## src/rtl/_cnt_ud_ld_pkg.sv

```systemverilog
// Shared constants for the loadable up/down counter.
package _cnt_ud_ld_pkg;

   // Default counter width
   localparam int unsigned CNT_W_DEF = 4;

   // Direction encodings for dn
   localparam logic CNT_UP = 1'b0;
   localparam logic CNT_DN = 1'b1;

endpackage : _cnt_ud_ld_pkg

```

## src/rtl/_cnt_ud_ld_if.sv

```systemverilog
// Control/status bundle of the loadable up/down counter.
interface _cnt_ud_ld_if
   import _cnt_ud_ld_pkg::*;
#(
   parameter int unsigned W = CNT_W_DEF
);

   logic         clr;
   logic         ld;
   logic         en;
   logic         dn;
   logic [W-1:0] d_in;
   logic [W-1:0] q;
   logic         tc;
   logic         ovf;

   // Controller side: drives commands, observes count
   modport master (
      output clr, ld, en, dn, d_in,
      input  q, tc, ovf
   );

   // Counter side
   modport slave (
      input  clr, ld, en, dn, d_in,
      output q, tc, ovf
   );

endinterface : _cnt_ud_ld_if

```

## src/rtl/_cnt_ud_ld_dff_r.sv

```systemverilog
// D flip-flop with asynchronous active-low reset to 0.
module _dff_r (
   input  logic clk,
   input  logic reset_n,
   input  logic d,
   output logic q
);

   // State bit, cleared immediately on reset assertion
   always_ff @(posedge clk or negedge reset_n) begin
      if (!reset_n) q <= 1'b0;
      else          q <= d;
   end

endmodule : _dff_r

```

## src/rtl/_cnt_ud_ld_gates.sv

```systemverilog
// Gate primitives used by the counter next-state logic.

// Inverter
module _inv (
   input  logic a,
   output logic y
);
   assign y = ~a;
endmodule : _inv

// Two-input AND
module _and2 (
   input  logic a,
   input  logic b,
   output logic y
);
   assign y = a & b;
endmodule : _and2

// Two-input OR
module _or2 (
   input  logic a,
   input  logic b,
   output logic y
);
   assign y = a | b;
endmodule : _or2

// Two-input XOR
module _xor2 (
   input  logic a,
   input  logic b,
   output logic y
);
   assign y = a ^ b;
endmodule : _xor2

```

## src/rtl/_cnt_ud_ld.sv

```systemverilog
// Loadable up/down counter with sync clear, enable, terminal count and
// sticky overflow. Next state is built purely from gate primitives.
// Build option: define CNT_SAT_EN for saturating (non-wrapping) count.
module _cnt_ud_ld
   import _cnt_ud_ld_pkg::*;
#(
   parameter int unsigned W = CNT_W_DEF
) (
   input  logic           clk,
   input  logic           reset_n,
   _cnt_ud_ld_if.slave    bus
);

   logic [W-1:0] q_r;      // count state
   logic [W-1:0] p;        // q_i xor dn: bit "propagates" the carry/borrow
   logic [W:0]   toggle;   // toggle[i]: all lower bits propagate
   logic [W-1:0] tg;       // gated toggle per bit
   logic [W-1:0] cnt;      // counted value
   logic [W-1:0] ld_t;     // load term
   logic [W-1:0] cnt_t;    // count/hold term
   logic [W-1:0] mux;      // load vs count select
   logic [W-1:0] nxt;      // next state after clear
   logic         clr_n;
   logic         ld_n;
   logic         tc;
   logic         en_cnt;
   logic         en_tc;
   logic         wrap;
   logic         ovf_r;
   logic         ovf_set;
   logic         ovf_nxt;

   _inv u_clr_inv (.a(bus.clr), .y(clr_n));
   _inv u_ld_inv  (.a(bus.ld),  .y(ld_n));

   // Ripple chain seed: bit 0 always toggles when counting
   assign toggle[0] = 1'b1;

   // Terminal count is the top term of the toggle chain
   assign tc = toggle[W];

`ifdef CNT_SAT_EN
   // Suppress the toggle at the terminal value so q saturates
   logic tc_n;
   _inv  u_tc_inv (.a(tc), .y(tc_n));
   _and2 u_en_sat (.a(bus.en), .b(tc_n), .y(en_cnt));
`else
   assign en_cnt = bus.en;
`endif

   // Per-bit ripple incrementer/decrementer, load mux, clear and state bit
   for (genvar i = 0; i < W; i++) begin : g_bit
      _xor2 u_prop (.a(q_r[i]),      .b(bus.dn),    .y(p[i]));
      _and2 u_chn  (.a(toggle[i]),   .b(p[i]),      .y(toggle[i+1]));
      _and2 u_tgen (.a(toggle[i]),   .b(en_cnt),    .y(tg[i]));
      _xor2 u_cnt  (.a(q_r[i]),      .b(tg[i]),     .y(cnt[i]));
      _and2 u_ldt  (.a(bus.ld),      .b(bus.d_in[i]), .y(ld_t[i]));
      _and2 u_cntt (.a(ld_n),        .b(cnt[i]),    .y(cnt_t[i]));
      _or2  u_mux  (.a(ld_t[i]),     .b(cnt_t[i]),  .y(mux[i]));
      _and2 u_clr  (.a(clr_n),       .b(mux[i]),    .y(nxt[i]));
      _dff_r u_ff  (.clk(clk), .reset_n(reset_n), .d(nxt[i]), .q(q_r[i]));
   end : g_bit

   // Wrap event: counting at terminal count with no load (clear masks below)
   _and2 u_en_tc (.a(bus.en), .b(tc),   .y(en_tc));
   _and2 u_wrap  (.a(en_tc),  .b(ld_n), .y(wrap));

   // Sticky overflow: set on wrap, held until clear or reset
   _or2  u_ovf_or  (.a(ovf_r), .b(wrap),    .y(ovf_set));
   _and2 u_ovf_clr (.a(clr_n), .b(ovf_set), .y(ovf_nxt));
   _dff_r u_ovf_ff (.clk(clk), .reset_n(reset_n), .d(ovf_nxt), .q(ovf_r));

   assign bus.q   = q_r;
   assign bus.tc  = tc;
   assign bus.ovf = ovf_r;

endmodule : _cnt_ud_ld

```

## src/flat_wrapper.sv

```systemverilog
// flat-port wrapper written by rule: the top's interface ports become plain ports
module _cnt_ud_ld_flat import _cnt_ud_ld_pkg::*;
#(
   parameter int unsigned W = CNT_W_DEF
)
  (clk, reset_n, bus_clr, bus_ld, bus_en, bus_dn, bus_d_in, bus_q, bus_tc, bus_ovf);
  _cnt_ud_ld_if #(.W(W)) bus_i ();
  input  logic clk;
  input  logic reset_n;
  input wire logic [$bits(bus_i.clr)-1:0] bus_clr;
  input wire logic [$bits(bus_i.ld)-1:0] bus_ld;
  input wire logic [$bits(bus_i.en)-1:0] bus_en;
  input wire logic [$bits(bus_i.dn)-1:0] bus_dn;
  input wire logic [$bits(bus_i.d_in)-1:0] bus_d_in;
  output wire logic [$bits(bus_i.q)-1:0] bus_q;
  output wire logic [$bits(bus_i.tc)-1:0] bus_tc;
  output wire logic [$bits(bus_i.ovf)-1:0] bus_ovf;
  assign bus_i.clr = bus_clr;
  assign bus_i.ld = bus_ld;
  assign bus_i.en = bus_en;
  assign bus_i.dn = bus_dn;
  assign bus_i.d_in = bus_d_in;
  assign bus_q = bus_i.q;
  assign bus_tc = bus_i.tc;
  assign bus_ovf = bus_i.ovf;
  _cnt_ud_ld #(.W(W)) u_core (.clk(clk), .reset_n(reset_n), .bus(bus_i));
endmodule
```

## config.mk

```make
export PLATFORM = sky130hd
export DESIGN_NAME = _cnt_ud_ld_flat
export DESIGN_NICKNAME = d
export VERILOG_FILES = /design/src/rtl/_cnt_ud_ld_pkg.sv /design/src/rtl/_cnt_ud_ld_if.sv /design/src/rtl/_cnt_ud_ld_dff_r.sv /design/src/rtl/_cnt_ud_ld_gates.sv /design/src/rtl/_cnt_ud_ld.sv /design/src/flat_wrapper.sv
export SDC_FILE = /design/constraint.sdc
export NUM_CORES = 1
export LEC_CHECK = 0
export BUFFER_PORTS_ARGS = -buffer_cell sky130_fd_sc_hd__buf_2
export CELL_PAD_IN_SITES_DETAIL_PLACEMENT = 2
export CELL_PAD_IN_SITES_GLOBAL_PLACEMENT = 2
export CORE_MARGIN = 4
export CORE_UTILIZATION = 24
export DETAILED_ROUTE_END_ITERATION = 16
export PLACE_DENSITY = 0.78
export SYNTH_ARGS = -nofsm -noshare
export SYNTH_HDL_FRONTEND = slang
export SYNTH_SLANG_ARGS = --single-unit
```

## constraint.sdc

```tcl
create_clock -name clk -period 3.7 [get_ports clk]
set_clock_uncertainty 0.1 [all_clocks]
set_input_delay 0.74 -clock clk [delete_from_list [all_inputs] [get_ports clk]]
set_output_delay 0.74 -clock clk [all_outputs]
set_load 0.01 [all_outputs]
```

==> out/results.ini <==
[yosys]
synthTopCellsByArea=dfrtp_1, xnor2_1, buf_4, a211oi_2, nor2_1
yosys.area.top_type=dfrtp_1
ys_async_sr_fraction=1.00
ys.flop_type=dfrtp_1
synth_edf_count=0
syn_avg_cell_area_sq_um=9.13
netlist_area_sq_um=338
synth_seq_cells=5
synth_commonest_cells=dfrtp_1, nor2_1, buf_4, xnor2_1, nand2_1
ys_types=15
yosysSeqAreaShare=0.370
synth_top_area_frac=0.370
synthesis.nets=47
synth_warnings=0
syn_inst=37

[global_route]
grt_pass1_vias=347
grt_max_degree=9
grt_antenna_before_repair=0
grt_remaining_overflow=0
grt_usage=0.0987
grt_pass1_wl_um=1410

[clock_network]
ctsLongestPathBuffers=2
ctsHtreeMaxLevel=1
path_clk_slew_ps=50
insertion_delay_ps=240
post_cts_resized=0
cts.sinks=5
cts_tree=built
cts-root-buf=clkbuf_4
cts_made_buffers=3
cts_setup_buffers=0
ctsHoldBuffers=0

[timing]
setup_tns_ps=0
hold_viol_final=0
fin_crit_sh=0.661
maxSlewHeadroom=0.834
rsz0062_at_grt=false
final-setup-viol-count=0
max_freq_ghz=0.409
worst_pin_slew_ps=248
slew_viol_final=0
fin_crit_ps=2450

[finish]
diodes=0
finalNetCount=63
syn_to_final_growth_pct=26.7
drive_gt1_frac=0.404
post-route-util=0.325

[outcome]
status=finished clean

[route]
wirelength_um=814
num_vias=303
antenna_left=0
drc_errors=0
vias_per_cell=4.52
drt_first_pass_iters=1
post_drt_wl_per_cell_um=12.1
drt_iter0_drc=0

[setup_path]
rr_endpoint=u_core.g_bit[3].u_ff.q
end_kind=output pin
rr_worst_depth=4
arrival_ps=1610
regToRegSetupSlack_ps=2090
path_class=in -> out
r2r-start=u_core.g_bit[1].u_ff.q
cp.required_ps=2860
startpoint_type=input pin
path_max_fanout=5

[place]
port_buffers=15
place_congestion=0.653

[floorplan]
die-width_um=45.5
fp.dieArea_sq_um=2070
coreArea_sq_um=1320
rows=13
ios=16
start_util=0.256
die_height_um=45.5

[job]
max-cap-violations=0

[pwr]
ir_drop_uv=144
powerDensity_nw_per_um2=383
p_leak_uw=0.000206

[min_path]
hp-class=in -> async

==> through the flow <==
step	setup slack, ps	hold WS (ps)	power, uW	std cells	cell area (sq um)
finish	1250	203	164	67	428
CTS	1250	201	168	67	428
detailed placement	1260	393	102	63	402
global placement	1260	375	102	63	402
global route	1180	192	178	67	428
floorplan	1490	344	90.7	37	338
==> worst max-delay path by stage <==
stage,slack (ps),endpoint,cells past startpoint,from
global route,1180,bus_tc,4,bus_dn
floorplan,1490,bus_tc,2,bus_dn
finish,1250,bus_tc,4,bus_dn
global placement,1260,bus_tc,4,bus_dn
detailed placement,1260,bus_tc,4,bus_dn
CTS,1250,bus_tc,4,bus_dn
==> flip-flops by register name (all words and copies together), names as in the netlist <==
| signal | count |
|---|---|
| u_core.g_bit.u_ff.q | 4 |
| u_core.u_ovf_ff.q | 1 |
==> power breakdown <==
part / internal (uW) / switching [uW]
clock: 40.8 / 22.4
sequential: 58.8 / 5.30
combinational: 17.9 / 18.9
==> cell type report <==
class                           instances  area [sq um]
Clock buffer                            4          26.3
Timing Repair Buffer                   15          75.1
Multi-Input combinational cell         26           175
Tap cell                               15          18.8
Inverter                                2          7.51
Fill cell                             169           890
Sequential cell                         5           125
==> worst max-delay path, cell delays in order <==
cell and delay (ps):
buf_2 110, or3b_1 390, o22ai_1 190, buf_2 170
==> layout by cell type, fill, tap and decap left out, drive strengths merged <==
| cell type | count |
|---|---|
| buf | 15 |
| nor2 | 5 |
| dfrtp | 5 |
| xnor2 | 4 |
| clkbuf | 4 |
| a211oi | 4 |
| nand2 | 3 |
| nand3b | 2 |
| or3b | 2 |
| inv | 2 |
| a21oi | 2 |
| or2 | 1 |
| o22ai | 1 |
| a31oi | 1 |
| xor2 | 1 |
==> layer usage <==
layer,track usage,wire length (um)
met5,0,0
met4,0.0877,0
met2,0.145,392
met3,0.0237,52
met1,0.117,370
==> cell families after synthesis <==
family | Yosys count | share of synthesized area
DFF | 5 | 0.370
xor gates and xnor gates | 5 | 0.130
and+or+nand+nor | 13 | 0.204
AOI/OAI and AO/OA | 8 | 0.185
buffers and inverters | 6 | 0.111
No activity file was read; power rests on OpenSTA's default activity.
